**src/rtl/s_to_p_if.sv**
```systemverilog
// s_to_p_if -- bundle for the serial-to-parallel receiver.
// The master side is the serialiser and the consumer together: it drives the
// bit stream, the frame enable and the read acknowledge. The slave side is the
// receiver: it returns the assembled byte and its status flags.
//   Dbit_in    serial data, MSB first, valid while link_S_in=1
//   link_S_in  bit-valid / frame enable
//   rd_ack     consumer acknowledge, clears data_valid
//   data_out   last complete byte
//   data_valid a byte is held in data_out and has not been read
//   frame_err  one-cycle pulse, frame truncated
//   overrun    one-cycle pulse, an unread byte was overwritten
interface s_to_p_if;
  logic       Dbit_in;
  logic       link_S_in;
  logic       rd_ack;
  logic [7:0] data_out;
  logic       data_valid;
  logic       frame_err;
  logic       overrun;

  modport master (
    output Dbit_in, link_S_in, rd_ack,
    input  data_out, data_valid, frame_err, overrun
  );

  modport slave (
    input  Dbit_in, link_S_in, rd_ack,
    output data_out, data_valid, frame_err, overrun
  );
endinterface

```
**src/rtl/s_to_p.sv**
```systemverilog
// s_to_p -- serial-to-parallel byte receiver.
// Samples Dbit_in MSB first on every rising clk edge with link_S_in=1 and
// presents each completed byte on data_out with a data_valid level that the
// consumer clears with rd_ack. A frame that drops link_S_in mid-byte is
// discarded with a frame_err pulse; a byte completing over an unread one
// raises an overrun pulse.
// Ports:
//   clk      rising-edge clock
//   rst      synchronous, active-high reset
//   bus      s_to_p_if slave modport (serial input, byte output, status)
//   byte_cnt 8-bit wrapping count of completed bytes; exists only when the
//            macro S_TO_P_BYTE_CNT_EN is defined
module s_to_p (
  input  logic       clk,
  input  logic       rst,
  s_to_p_if.slave    bus
`ifdef S_TO_P_BYTE_CNT_EN
  , output logic [7:0] byte_cnt
`endif
);

  typedef enum logic {
    IDLE,
    SHIFT
  } state_t;

  state_t     state_q,   state_d;
  logic [2:0] bit_cnt_q, bit_cnt_d;
  logic [6:0] shift_q,   shift_d;
  logic [7:0] data_q,    data_d;
  logic       valid_q,   valid_d;
  logic       ferr_q,    ferr_d;
  logic       ovr_q,     ovr_d;
  logic       done;

  always_ff @(posedge clk) begin
    if (rst) begin
      state_q   <= IDLE;
      bit_cnt_q <= '0;
      shift_q   <= '0;
      data_q    <= '0;
      valid_q   <= 1'b0;
      ferr_q    <= 1'b0;
      ovr_q     <= 1'b0;
    end else begin
      state_q   <= state_d;
      bit_cnt_q <= bit_cnt_d;
      shift_q   <= shift_d;
      data_q    <= data_d;
      valid_q   <= valid_d;
      ferr_q    <= ferr_d;
      ovr_q     <= ovr_d;
    end
  end

  always_comb begin
    state_d   = state_q;
    bit_cnt_d = bit_cnt_q;
    shift_d   = shift_q;
    data_d    = data_q;
    valid_d   = valid_q;
    ferr_d    = 1'b0;
    ovr_d     = 1'b0;
    done      = 1'b0;

    if (bus.link_S_in) begin
      shift_d   = {shift_q[5:0], bus.Dbit_in};
      bit_cnt_d = bit_cnt_q + 3'd1;
      if (bit_cnt_q == 3'd7) begin
        // eighth bit: byte complete, counter wraps to 0 so the next sampled
        // bit starts a fresh byte with no gap
        done    = 1'b1;
        data_d  = {shift_q, bus.Dbit_in};
        state_d = IDLE;
      end else begin
        state_d = SHIFT;
      end
    end else if (state_q == SHIFT) begin
      ferr_d    = 1'b1;
      bit_cnt_d = '0;
      shift_d   = '0;
      state_d   = IDLE;
    end

    // a completing byte takes precedence over a coincident acknowledge
    if (done) begin
      valid_d = 1'b1;
      ovr_d   = valid_q & ~bus.rd_ack;
    end else if (bus.rd_ack) begin
      valid_d = 1'b0;
    end
  end

  assign bus.data_out   = data_q;
  assign bus.data_valid = valid_q;
  assign bus.frame_err  = ferr_q;
  assign bus.overrun    = ovr_q;

`ifdef S_TO_P_BYTE_CNT_EN
  logic [7:0] cnt_q;

  always_ff @(posedge clk) begin
    if (rst) begin
      cnt_q <= '0;
    end else if (done) begin
      cnt_q <= cnt_q + 8'd1;
    end
  end

  assign byte_cnt = cnt_q;
`endif

endmodule

```
**src/flat_wrapper.sv**
```systemverilog
// flat-port wrapper written by rule: the top's interface ports become plain ports
module s_to_p_flat 
  (clk, rst, bus_Dbit_in, bus_link_S_in, bus_rd_ack, bus_data_out, bus_data_valid, bus_frame_err, bus_overrun);
  s_to_p_if bus_i ();
  input  logic clk;
  input  logic rst;
  input wire logic [$bits(bus_i.Dbit_in)-1:0] bus_Dbit_in;
  input wire logic [$bits(bus_i.link_S_in)-1:0] bus_link_S_in;
  input wire logic [$bits(bus_i.rd_ack)-1:0] bus_rd_ack;
  output wire logic [$bits(bus_i.data_out)-1:0] bus_data_out;
  output wire logic [$bits(bus_i.data_valid)-1:0] bus_data_valid;
  output wire logic [$bits(bus_i.frame_err)-1:0] bus_frame_err;
  output wire logic [$bits(bus_i.overrun)-1:0] bus_overrun;
  assign bus_i.Dbit_in = bus_Dbit_in;
  assign bus_i.link_S_in = bus_link_S_in;
  assign bus_i.rd_ack = bus_rd_ack;
  assign bus_data_out = bus_i.data_out;
  assign bus_data_valid = bus_i.data_valid;
  assign bus_frame_err = bus_i.frame_err;
  assign bus_overrun = bus_i.overrun;
  s_to_p u_core (.clk(clk), .rst(rst), .bus(bus_i));
endmodule
```
**config.mk**
```make
export PLATFORM = sky130hd
export DESIGN_NAME = s_to_p_flat
export DESIGN_NICKNAME = d
export VERILOG_FILES = /design/src/rtl/s_to_p_if.sv /design/src/rtl/s_to_p.sv /design/src/flat_wrapper.sv
export SDC_FILE = /design/constraint.sdc
export NUM_CORES = 1
export LEC_CHECK = 0
export CORE_MARGIN = 1
export CORE_UTILIZATION = 30
export CTS_CLUSTER_SIZE = 30
export DETAILED_ROUTE_END_ITERATION = 8
export DONT_BUFFER_PORTS = 1
export GPL_TIMING_DRIVEN = 1
export MAX_ROUTING_LAYER = met4
export SYNTH_ARGS = -nofsm -noshare
export SYNTH_HDL_FRONTEND = slang
export SYNTH_SLANG_ARGS = --single-unit
```
**constraint.sdc**
```tcl
create_clock -name clk -period 2.84 [get_ports clk]
set_input_delay 0.142 -clock clk [delete_from_list [all_inputs] [get_ports clk]]
set_output_delay 0.142 -clock clk [all_outputs]
set_load 0.02 [all_outputs]
```
Yosys cells after proc, flatten, opt, wreduce, memory -nomap -nowiden
Cells that the tools add are included.
{"block": "totals", "ff_bits": 22, "elab_cells": 29}
{"block": "op_classes", "add_sub_neg": 1, "reduce_logical": 6, "n_eq_ne": 1, "n_bitwise": 4, "n_mux": 10}
{"cell": "7-bit 2-to-1 mux", "n": 2}
{"cell": "1-bit 2-to-1 mux", "n": 6}
{"cell": "3-bit 2-to-1 mux", "n": 2}
{"cell": "2-bit OR reduction", "n": 3}
{"cell": "2-bit nonzero test", "n": 2}
{"cell": "3-bit by 1-bit adder with 3-bit output (second input constant)", "n": 1}
{"cell": "3-bit == test (second input constant)", "n": 1}
{"cell": "1-bit NOT", "n": 3}
{"cell": "2-bit AND reduction", "n": 1}
{"cell": "1-bit AND", "n": 1}

Logic depth before layout (Yosys ltp)
Gate-level depths: netlist of run 1.
{"block": "logic_depth", "word_depth": 5, "depth_mapped": 6}

Least setup slack after synthesis of run 1
OpenSTA, ideal clock, no wires.
{"block": "synth_timing", "path_kind": "register to register", "start": "register u_core.bit_cnt_q[0]", "end": "register u_core.data_q[0] (netlist: u_core.bus.data_out[0])", "setup_time_ps": 132, "arrival_time_ps": 1098, "synth_period_minus_slack_ps": 1230, "stages_incl_launch_ff": 7, "slack_ps": 1610, "cell_sequence": "dfxtp_1 > ha_1 > ha_1 > buf_2 > buf_4 > nand3_2 > a21oi_1"}
{"block": "synth_via", "elab_chain_len": 2}
{"element": "start, declared", "line_no": "s_to_p.sv:28", "text": "logic [2:0] bit_cnt_q, bit_cnt_d;"}
{"element": "start signal, assigned", "line_no": "s_to_p.sv:47", "text": "bit_cnt_q <= bit_cnt_d;"}
{"element": "3-bit == test", "line_no": "s_to_p.sv:69", "text": "if (bit_cnt_q == 3'd7) begin"}
{"element": "2-bit AND reduction (no source line)"}
{"element": "end signal, assigned", "line_no": "s_to_p.sv:49", "text": "data_q <= data_d;"}
{"element": "end, declared", "line_no": "s_to_p.sv:30", "text": "logic [7:0] data_q, data_d;"}
Every way passes these cells.
A chain may end at the register's enable or synchronous reset.

Worst setup path in the final report of run 1
{"block": "layout_timing", "start": "register u_core.bit_cnt_q[0]", "end": "register u_core.data_q[3] (netlist: u_core.bus.data_out[3])"}
Same word-level chain as after synthesis.

==> results.md, run 1 <==
Power and ir drop:
- The power per standard cell area is approximately 470 mW/mm^2.
- Summed over all cells, the static leakage comes to 0.354 nW.
- The maximum vdd ir drop is 171 uV.

Layout:
- The count of antenna diodes in the layout is 0.
- Compared with the post-synthesis result, the final layout area differs by 9.67%.
- The fraction of final layout cells with drive strength greater than 1 is between 20% and 30%.
- At the end of the flow, the number of nets in the layout was 104.
- After routing the design area is between 0.001 and 0.0015 mm^2.
- The number of fill cells in the layout is 325.

Clocking:
- The CTS H-tree depth is 1.
- The root buffer cell is sky130_fd_sc_hd__clkbuf_4.
- Clock tree synthesis inserted a total of 3 buffers.
- The clock tree from TritonCTS is built.
- For the worst-skew pair, the clock arrives at the later sink with an insertion delay of 0.30 ns.
- Once the clock tree was built, the resizer swapped 0 gates to a different size.
- The total setup buffers inserted after CTS is 0.
- The number of buffers on the longest clock path is 2.
- The register clock-pin slew on the reported worst setup and hold paths is 0.12 ns.
- The number of clock sinks seen by CTS is 22.

Placed design:
- The wire-length estimate of the detail-placed layout is around 1.0 mm.
- The congestion estimate from routability-driven global placement came to 0.686.
- Port buffering added 0 buffers.
- Summing all placed instances gives a cell area of 0.00100 mm^2.

Synth:
- The fraction of synthesis flops using an asynchronous set or reset pin is 0%.
- By area the synthesized netlist is led by sky130_fd_sc_hd__dfxtp_1, sky130_fd_sc_hd__o32ai_2, sky130_fd_sc_hd__nand3_2.
- Yosys printed 0 warnings.
- The mapped netlist covers 0.00101 mm^2.
- Of the post-synthesis cell area, the dominant cell type holds a little over two fifths.
- For this run, the leading register cell type out of synthesis is sky130_fd_sc_hd__dfxtp_1.
- The number of nets in the synthesized netlist is just over 100.
- The number of register bits inferred by synthesis is 22.
- Counting instances in the post-synthesis netlist gives the leading cell types as sky130_fd_sc_hd__dfxtp_1, sky130_fd_sc_hd__a21oi_1, sky130_fd_sc_hd__nand2_1.
- For this run, the register share of the synthesized area comes to a little over two fifths.
- After synthesis, the netlist uses 20 different library cells.
- The largest area contributor in the netlist is sky130_fd_sc_hd__dfxtp_1.
- The average footprint of a synthesized cell is 10.7 um^2.
- The instance count of the mapped netlist is between 90 and 100.
- The most instantiated library cell after synthesis is sky130_fd_sc_hd__dfxtp_1.
- The number of enable-type register cells in the synthesized netlist is 0.

Worst hold path:
- The hold path startpoint is bus_link_S_in.
- The worst hold path belongs to the class input pin to register.

Routing:
- In this run the remaining antenna-violating nets after routing total 0.
- For this run, design rule violations remaining after detail routing come to 0.
- In this run, the number of DRC markers left after iteration 0 of detailed routing was 45.
- The number of vias per cell after detailed routing is 4.60.
- For this block, the routed nets add up to approximately 1.8 mm of wire.
- The first-pass detailed-route iteration total is 4.
- The via count is 644.
- In the final routed layout, each cell accounts on average for between 10 and 15 um.

Timing:
- The slew of the pin with the lowest slew margin is 1.05 ns.
- Dividing the final minimum period by the clock period gives about four fifths.
- The total negative slack is 0 ns.
- The number of pins exceeding their max-slew limit in the final report is 0.
- The number of endpoints with negative hold slack in the final report is 0.
- Measured against its own limit, the worst slew margin works out to 29.6%.
- Setup repair after global routing left no endpoint under its margin.
- Setup violations remaining at the end of the flow were counted as 0.
- The shortest clock period the worst path allows after layout is 2.26 ns.
- Static timing analysis puts the maximum clock frequency at 0.443 GHz.
- The clock skew is roughly 0.0027 ns.

Worst setup path:
- Walking the worst path, the cells encountered are ha_1 > ha_1 > a21bo_2 > a21oi_1 > dlygate4sd3_1.
- The type of destination of the critical path is a register.
- The startpoint type of the worst setup path is a register.
- At the worst endpoint, the arrival time is between 2 and 2.5 ns.
- The library cell contributing the largest single delay on the critical path is sky130_fd_sc_hd__ha_1.
- The cell type with the highest occurrence count on the critical path is sky130_fd_sc_hd__ha_1.
- The worst register-to-register path begins at u_core.bit_cnt_q[0].
- On the worst path, the slowest cell contributes a delay of 0.72 ns.
- Along the worst path, the maximum fanout reaches 19.
- The data required time at the worst endpoint is 3.04 ns.
- The start-to-end type of the worst setup path is register to register.
- The critical path starts at u_core.bit_cnt_q[0].

Global routing:
- The total overflow left after global routing is 0.
- The number of antenna violations at the first check in global routing is 0.
- The via count of the first global-routing pass came to between 600 and 700.
- Entering global routing, the biggest net connects 23 pins.
- The first-pass GRT wire length is 3.08 mm.
- The aggregate global-route resource usage is 11.9%.

Flow run:
- The max-cap check violation count is 0.

Die:
- The die is 60.0 um wide.
- In this run the count of I/O pins placed on the die edge is 16.
- The standard cell core area is 0.00313 mm^2.
- The initial utilization of the core area, before any placement, comes to 32.3%.
- The cell row count is 20.
- The area enclosed by the die boundary is about 0.0036 mm^2.
- The height of the die is 60.0 um.

Outcome:
- The run finished with clean final reports.
[timing repair]
action,4_1_cts,5_1_grt
endpoints found under the hold margin,21,2
hold buffers,6,1
endpoints found under the setup margin,0,0
[through the flow]
stage	hold WS (ns)	instances	util [%]	setup WS (ns)	power, W
2_1_floorplan	0.256	94	-	1.61	0.000356
3_3_place_gp	0.214	129	32.0	1.28	0.000340
3_5_place_dp	0.216	129	32.0	1.19	0.000341
4_1_cts	0.00146	139	35.1	0.587	0.000527
5_1_grt	0.00120	140	35.4	0.495	0.000548
6_report	0.0160	140	35.4	0.581	0.000521
[layout by cell type (no fill, tap or decap), types with 2 or more instances in the layout]
cell type,instances
sky130_fd_sc_hd__a21bo_2,7
sky130_fd_sc_hd__a21oi_1,10
sky130_fd_sc_hd__clkbuf_4,3
sky130_fd_sc_hd__dfxtp_1,22
sky130_fd_sc_hd__dlygate4sd3_1,7
sky130_fd_sc_hd__ha_1,2
sky130_fd_sc_hd__inv_1,8
sky130_fd_sc_hd__nand2_1,10
sky130_fd_sc_hd__nand2b_1,3
sky130_fd_sc_hd__nand3_2,8
sky130_fd_sc_hd__o32ai_2,8
[power by group]
group           total, W  internal [W]  switching (W)
clock network   0.000168     0.0000781      0.0000900
registers       0.000317      0.000313     0.00000404
logic          0.0000353     0.0000144      0.0000209
[layer usage]
layer  track usage, %  vias to the layer above  wire length, um
li1                 -                      330                -
met1             15.0                      301              851
met2             18.3                       11              858
met3             1.95                        2               61
met4             5.98                        0               19
met5                -                        -                0
[worst max-delay path: cells and delay by family (launching register included)]
kind,cells,cell delay [ns]
DFF,1,0.37
AOI/OAI and AO/OA,2,0.30
buffers and inverters,1,0.59
adders and majority gates,2,0.89
[final timing paths]
check	end	slack, ns	cells past startpoint
max	u_core.bus.data_out[3]	0.58	5
min	u_core.shift_q[5]	0.02	2
max reg2reg	u_core.bus.data_out[3]	0.58	5
min reg2reg	u_core.bus.data_out[6]	0.49	2
[state kept, by name (all words and copies together) (netlist names)]
name                   cells
u_core.bit_cnt_q           3
u_core.bus.data_out        8
u_core.bus.data_valid      1
u_core.bus.frame_err       1
u_core.bus.overrun         1
u_core.shift_q             7
u_core.state_q             1
[area by class of cell]
| cell class | count | area (um^2) | area share (%) |
|---|---|---|---|
| clock buffers | 4 | 36.3 | 3.28 |
| multi-input cells | 55 | 475 | 42.9 |
| well taps | 44 | 55.1 | 4.97 |
| inverters | 8 | 30.0 | 2.71 |
| repair buffers | 7 | 70.1 | 6.33 |
| flip-flops and latches | 22 | 440 | 39.8 |
[cells by family after synthesis]
| kind of cell | synth area share [%] |
|---|---|
| buf+inv | 9.29 |
| simple gates | 18.2 |
| flops | 43.6 |
| compound gates | 26.4 |
| fa+ha+maj | 2.48 |
No activity file was read; power rests on OpenSTA's default activity.
==> run 2, diff against run 1 <==
==> constraint.sdc (replaced) <==
create_clock -name clk -period 1.9 [get_ports clk]
set_input_delay 0.095 -clock clk [delete_from_list [all_inputs] [get_ports clk]]
set_output_delay 0.095 -clock clk [all_outputs]
set_load 0.02 [all_outputs]
==> results.md, run 2 (synthesized netlist as in run 1, its figures left out) <==
Timing:
- The slew of the pin with the lowest slew margin is 0.932 ns (-0.121 ns).
- The maximum clock rate was 0.637 GHz (+44%).
- The total negative slack is 0 ns (unchanged).
- The number of pins exceeding their max-slew limit in the final report is 0 (unchanged).
- The shortest clock period the worst path allows after layout is 1.57 ns (-0.689 ns).
- The number of endpoints with negative hold slack in the final report came to 0 (unchanged).
- Setup repair after global routing left no endpoint under its margin.
- The clock skew came to 0.00830 ns (+0.00556 ns).
- The worst slew slack as a fraction of its limit was 37.6% (+8.1 points).
- The final setup violation count was 0 (unchanged).
- The final hold slack is 0.0903 ns (+0.0743 ns).
- The ratio of final minimum period to clock period was 82.6% (+3.1 points).

Flow run:
- The max-cap check violation count is 0 (unchanged).

Layout:
- The count of antenna diodes in the layout is 0 (unchanged).
- The library cell used most frequently in the layout, excluding fill and tap cells, is sky130_fd_sc_hd__dfxtp_1.
- Compared with the post-synthesis result, the final layout area differs by 7.06%.
- The post-layout utilization of the core is 34.6% (-0.84 points).
- The flip-flop count of the largest register after layout came to 8 (unchanged).
- The number of nets in the finished design is 102 (-1.9%).
- The count of non-filler cells in the finished layout is 137 (-2.1%).
- The final non-filler cell area is 0.00108 mm^2 (-2.4%).
- The library cells used most frequently in the layout, excluding fill and tap cells, are sky130_fd_sc_hd__dfxtp_1, sky130_fd_sc_hd__nand2_1, sky130_fd_sc_hd__a21oi_1.
- The number of fill cells in the layout is 340 (+4.6%).
- The fraction of final layout cells with drive strength greater than 1 came to 31.2% (+2.0 points).

Global routing:
- The maximum number of pins on one net before global-route repair is 41 (+78%).
- The aggregate global-route resource usage is 10.9% (-1.0 points).
- The via count of the first global-routing pass is 601 (-5.9%).
- The first-pass GRT wire length came to 2.85 mm (-7.4%).
- The remaining global-route overflow is 0 (unchanged).
- The number of antenna violations at the first check in global routing is 0 (unchanged).

Routing:
- The number of nets with antenna violations after detailed routing came to 0 (unchanged).
- The number of vias per cell after detailed routing is 4.74 (+3.0%).
- The iteration-0 DRC count of the detailed router is 29 (-36%).
- The final wirelength was 1.66 mm (-7.4%).
- The first-pass detailed-route iteration total is 3 (-1).
- The post-detailed-route wirelength per cell is 12.1 um (-5.3%).
- The DRC violation count after routing is 0 (unchanged).
- The via count is 649 (+0.78%).

Worst setup path:
- The startpoint type of the worst setup path is a register.
- By startpoint and endpoint, the worst setup path is classified as register to register.
- The slowest stage of the critical path is the sky130_fd_sc_hd__ha_1 cell.
- The count of cell instances traversed by the critical path is 5 (unchanged).
- The count of buffering cells on the critical path with inverters included is 1 (unchanged).
- The data required time at the worst endpoint is 2.13 ns (-0.91 ns).
- The delay of the slowest critical-path stage is 0.50 ns (-0.22 ns).
- STA classifies the critical path endpoint as a register.
- The cell type with the highest occurrence count on the critical path is sky130_fd_sc_hd__ha_1.
- The arrival time of data at the critical path endpoint is 1.80 ns (-0.66 ns).
- The signal on the critical path passes through ha_1 > ha_1 > buf_4 > nand3_2 > a21oi_1.
- The cell depth of the worst flop-to-flop path was 5 (unchanged).
- The highest fanout seen on the critical path is 13 (-6).
- In this design, the largest share of critical-path delay is due to adder cells.

Clocking:
- The worst-skew pair later-pin latency was 0.31 ns (about the same).
- The total setup buffers inserted after CTS is 0 (unchanged).
- The number of buffers added by the clock tree synthesis step came to 3 (unchanged).
- The CTS H-tree depth is 1 (unchanged).
- The clock tree from TritonCTS is built.
- The register clock-pin slew on the reported worst setup and hold paths was 0.12 ns (about the same).
- The number of clock sinks seen by CTS was 22 (unchanged).
- The root buffer cell is sky130_fd_sc_hd__clkbuf_4.
- The number of buffers on the longest clock path is 2 (unchanged).
- The count of instances resized after the clock tree is built is 0 (unchanged).

Die:
- The die span in x is 60.0 um (unchanged).
- The standard cell core area is 0.00313 mm^2 (unchanged).
- The area enclosed by the die boundary is 0.00360 mm^2 (unchanged).
- The count of pins on the block boundary was 16 (unchanged).
- The cell row count came to 20 (unchanged).
- The initial core utilization is 32.3% (unchanged).
- The height of the die is 60.0 um (unchanged).

Worst hold path:
- The instance count along the most critical hold path is 2 (unchanged).
- The tightest min-delay check is of the input pin to register type.

Outcome:
- The run finished with clean final reports.

Power and ir drop:
- The fraction of power consumed by the clock network was 28.6% (-3.7 points).
- The power per standard cell area was 687 mW/mm^2 (+46%).
- The switching power is 0.000179 W (+56%).
- The part of the power in registers is 63.8% (+2.9 points).
- The proportion of total power due to net switching was 24.1% (+2.0 points).
- The internal power summed over all cells is 0.000564 W (+39%).
- The portion of total power attributed to combinational logic was 7.5% (+0.7 points).
- The maximum vdd ir drop is 240 uV (+40%).
- The reported leakage power was 0.340 nW (-4.0%).

Placed design:
- The number of port buffers is 0 (unchanged).
- The total half-perimeter wirelength after legalization and detailed placement is 1.04 mm (+0.14%).
- The post-place instance area is 0.00101 mm^2 (+0.75%).
- The routability-driven placement congestion ratio is 0.734 (+7.0%).
- The placed cell count came to 130 (+0.78%).
[run 2: cell types whose count changed in the layout (fill, tap and decap cells not counted), sizes merged]
cell         change
clkbuf           -1
dlygate4sd3      -4
buf              +2
[run 2: metal layers]
metal  GRT usage [%]  vias up  part of all wire (%)
li1                -      326                     -
met1            13.3      306                    47
met2            17.1       13                    46
met3            1.52        4                   4.3
met4            5.98        0                   2.2
met5               -        -                     0
[run 2: repair_timing]
item	4_1_cts	5_1_grt
hold buffers	4	0
endpoints found under the hold margin	22	0
setup endpoints to repair	0	0
[run 2: area by class of cell]
class	instances	area (um^2)	share of cell area (%)
multi-input cells	55	475	44.0
flip-flops and latches	22	440	40.7
repair buffers	5	57.6	5.32
well taps	44	55.1	5.09
inverters	8	30.0	2.78
clock buffers	3	22.5	2.08
[run 2: final timing paths]
check	slack (ns)	startpoint	endpoint
min	0.09	bus_link_S_in	u_core.bus.frame_err
min reg2reg	0.47	u_core.shift_q[6]	u_core.bus.data_out[7]
max	0.33	u_core.bit_cnt_q[0]	u_core.bus.data_out[5]
max reg2reg	0.33	u_core.bit_cnt_q[0]	u_core.bus.data_out[5]
[run 2: power groups by stage]
stage | logic [W] | clock network, W | registers (W)
floorplan | 0.0000483 | 0 | 0.000483
global placement | 0.0000242 | 0 | 0.000484
detailed placement | 0.0000245 | 0 | 0.000485
CTS | 0.0000567 | 0.000219 | 0.000474
global route | 0.0000617 | 0.000245 | 0.000476
finish | 0.0000560 | 0.000213 | 0.000474
[run 2: per-stage QoR]
step,worst slack (ns),power (W)
global route,0.227,0.000782
detailed placement,0.363,0.000509
finish,0.330,0.000743
global placement,0.426,0.000509
CTS,0.325,0.000750
floorplan,0.670,0.000531
==> run 3, diff against run 2 <==
==> constraint.sdc (replaced) <==
create_clock -name clk -period 1.35 [get_ports clk]
set_input_delay 0.0675 -clock clk [delete_from_list [all_inputs] [get_ports clk]]
set_output_delay 0.0675 -clock clk [all_outputs]
set_load 0.02 [all_outputs]
==> results.md, run 3 (synthesized netlist as in run 1, its figures left out) <==
Outcome:
- The flow ran to the end, but the final reports show violations.
- The checks that failed: negative hold slack.

Global routing:
- The number of antenna violations at the first check in global routing was 0 (unchanged).
- The remaining global-route overflow is 0 (unchanged).
- The maximum number of pins on one net before global-route repair is 41 (unchanged).
- The aggregate global-route resource usage was 10.4% (-0.45 points).
- The via count of the first global-routing pass is 569 (-5.3%).
- The first-pass GRT wire length is 2.62 mm (-8.0%).

Timing:
- The maximum clock rate is 0.778 GHz (+22%).
- The total negative slack is 0 ns (unchanged).
- The clock skew was 0.00212 ns (-0.00619 ns).
- Setup repair after global routing left no endpoint under its margin.
- The ratio of final minimum period to clock period is 95.2% (+13 points).
- The final hold slack is -0.191 ns (-0.281 ns).
- The number of pins exceeding their max-slew limit in the final report came to 0 (unchanged).
- The shortest clock period the worst path allows after layout is 1.29 ns (-0.285 ns).
- The worst slew slack as a fraction of its limit came to 67.1% (+29 points).
- The number of endpoints with negative hold slack in the final report was 21 (+21).
- The slew of the pin with the lowest slew margin is 0.493 ns (-0.439 ns).
- The final setup violation count is 0 (unchanged).

Worst setup path:
- The data required time at the worst endpoint is 1.59 ns (-0.54 ns).
- The setup slack on the worst flop-to-flop path was 0.06 ns (-0.27 ns).
- The highest fanout seen on the critical path is 16 (+3).
- The worst setup path is launched from a register.
- The startpoint identified for the worst register-to-register timing path is u_core.bit_cnt_q[0].
- The critical path is of the register to register type.
- The type of destination of the critical path is a register.
- The arrival time of data at the critical path endpoint is 1.53 ns (-0.27 ns).
- In this run the critical register-to-register path is captured at u_core.bus.data_out[1].
- The cell depth of the worst flop-to-flop path was 5 (unchanged).

Placed design:
- The post-place instance area is 0.00103 mm^2 (+2.0%).
- The total half-perimeter wirelength after legalization and detailed placement is 1.08 mm (+4.6%).
- The number of port buffers is 0 (unchanged).
- The routability-driven placement congestion ratio was 0.659 (-10%).

Routing:
- The first-pass detailed-route iteration total is 4 (+1).
- The number of nets with antenna violations after detailed routing was 0 (unchanged).
- The post-detailed-route wirelength per cell is 11.9 um (-1.5%).
- The iteration-0 DRC count of the detailed router is 54 (+86%).
- The via count came to 638 (-1.7%).
- The DRC violation count after routing came to 0 (unchanged).
- The final wirelength is 1.61 mm (-3.0%).
- The number of vias per cell after detailed routing is 4.73 (-0.24%).

Die:
- The area enclosed by the die boundary was 0.00360 mm^2 (unchanged).
- The initial core utilization is 32.3% (unchanged).
- The count of pins on the block boundary is 16 (unchanged).
- The cell row count is 20 (unchanged).
- The die span in x came to 60.0 um (unchanged).
- The height of the die is 60.0 um (unchanged).
- The standard cell core area is 0.00313 mm^2 (unchanged).

Clocking:
- The CTS H-tree depth is 1 (unchanged).
- The number of clock sinks seen by CTS is 22 (unchanged).
- The worst-skew pair later-pin latency was 0.30 ns (about the same).
- The register clock-pin slew on the reported worst setup and hold paths was 0.11 ns (about the same).
- The tree is rooted in a sky130_fd_sc_hd__clkbuf_4.
- The number of buffers on the longest clock path is 2 (unchanged).
- TritonCTS built the clock tree.
- The hold buffer count at CTS is 1 (-3).
- The number of buffers added by the clock tree synthesis step is 3 (unchanged).

Layout:
- The most common cell after layout, fill and taps aside is sky130_fd_sc_hd__dfxtp_1.
- The area added between synthesis and finish is 6.94%.
- Leaving out fill and tap cells, the most frequent cells in the layout are sky130_fd_sc_hd__dfxtp_1, sky130_fd_sc_hd__nand2_1, sky130_fd_sc_hd__inv_1, sky130_fd_sc_hd__o32ai_2, sky130_fd_sc_hd__nand3_2.
- The final non-filler cell area came to 0.00108 mm^2 (-0.12%).
- The count of antenna diodes in the layout came to 0 (unchanged).
- The number of nets in the finished design came to 100 (-2.0%).
- The number of fill cells in the layout is 321 (-5.6%).
- The fraction of final layout cells with drive strength greater than 1 came to 38.5% (+7.3 points).
- The flip-flop count of the largest register after layout is 8 (unchanged).

Power and ir drop:
- The fraction of power consumed by the clock network came to 29.3% (+0.7 points).
- The part of the power in registers was 67.0% (+3.2 points).
- The power per standard cell area is 923 mW/mm^2 (+34%).
- The reported leakage power is 0.330 nW (-3.0%).
- The portion of total power attributed to combinational logic is 3.6% (-3.9 points).
- The switching power came to 0.000213 W (+19%).
- The internal power summed over all cells is 0.000783 W (+39%).
- The maximum vdd ir drop came to 241 uV (+0.39%).
- The proportion of total power due to net switching came to 21.4% (-2.7 points).

Worst hold path:
- In this run the most critical hold path is launched from rst.
- The instance count along the most critical hold path came to 1 (-1).
- The path with the worst hold slack has its endpoint at u_core.bus.data_out[3].
- The kind of path behind the tightest hold check is input pin to register.

Flow run:
- The max-cap check violation count is 0 (unchanged).
run 3: power by group through the flow:
stage	Combinational, W	Sequential (W)	Clock, W
finish	0.0000362	0.000668	0.000292
global route	0.0000396	0.000669	0.000335
CTS	0.0000370	0.000668	0.000303
detailed placement	0.0000356	0.000682	0
global placement	0.0000339	0.000681	0
floorplan	0.0000680	0.000680	0
run 3: cell type report:
| type | count | area, um^2 | share of cell area [%] |
|---|---|---|---|
| repair buffers | 3 | 37.5 | 3.48 |
| flip-flops and latches | 22 | 442 | 40.9 |
| clock buffers | 3 | 22.5 | 2.09 |
| multi-input cells | 55 | 493 | 45.7 |
| well taps | 44 | 55.1 | 5.10 |
| inverters | 8 | 30.0 | 2.78 |
run 3: critical path: stages (launching register included):
cell and delay (ns):
sky130_fd_sc_hd__dfxtp_2 0.35, sky130_fd_sc_hd__ha_1 0.20, sky130_fd_sc_hd__ha_2 0.19, sky130_fd_sc_hd__buf_12 0.15
sky130_fd_sc_hd__a21bo_2 0.21, sky130_fd_sc_hd__a21oi_1 0.13
run 3: timing repair:
item / CTS / global route
endpoints found under the setup margin: 0 / 8
endpoints found under the hold margin: 22 / 21
setup buffers: 0 / 0
resized for setup: 0 / 6
run 3: through the flow:
step / setup slack, ns / cells / util (%) / hold slack, ns / power [W]
floorplan: 0.120 / 94 / - / 0.181 / 0.000748
global placement: 0.0814 / 131 / 32.9 / 0.141 / 0.000715
detailed placement: 0.0290 / 131 / 32.9 / 0.141 / 0.000718
CTS: 0.00000311 / 135 / 33.9 / -0.195 / 0.00101
global route: 0.00516 / 135 / 34.5 / -0.218 / 0.00104
finish: 0.0647 / 135 / 34.5 / -0.191 / 0.000996
run 3: metal layers:
layer	track usage, %	vias to the layer above	part of all wire, %
li1	-	322	-
met1	11.7	299	43
met2	16.2	13	50
met3	1.95	4	3.7
met4	7.97	0	3.2
met5	-	-	0
run 3: worst max path at each step:
stage | start | endpoint | slack [ns] | cells after the start
after global routing | u_core.bit_cnt_q[0] | u_core.bus.data_out[1] | 0.005 | 5
final | u_core.bit_cnt_q[0] | u_core.bus.data_out[1] | 0.06 | 5
after floorplan | u_core.bit_cnt_q[0] | u_core.bus.data_out[0] | 0.12 | 6
after detailed placement | u_core.bit_cnt_q[0] | u_core.bus.data_out[5] | 0.03 | 5
after global placement | u_core.bit_cnt_q[0] | u_core.bus.data_out[6] | 0.08 | 5
after CTS | u_core.bit_cnt_q[0] | u_core.bus.data_out[5] | 0.000003 | 5
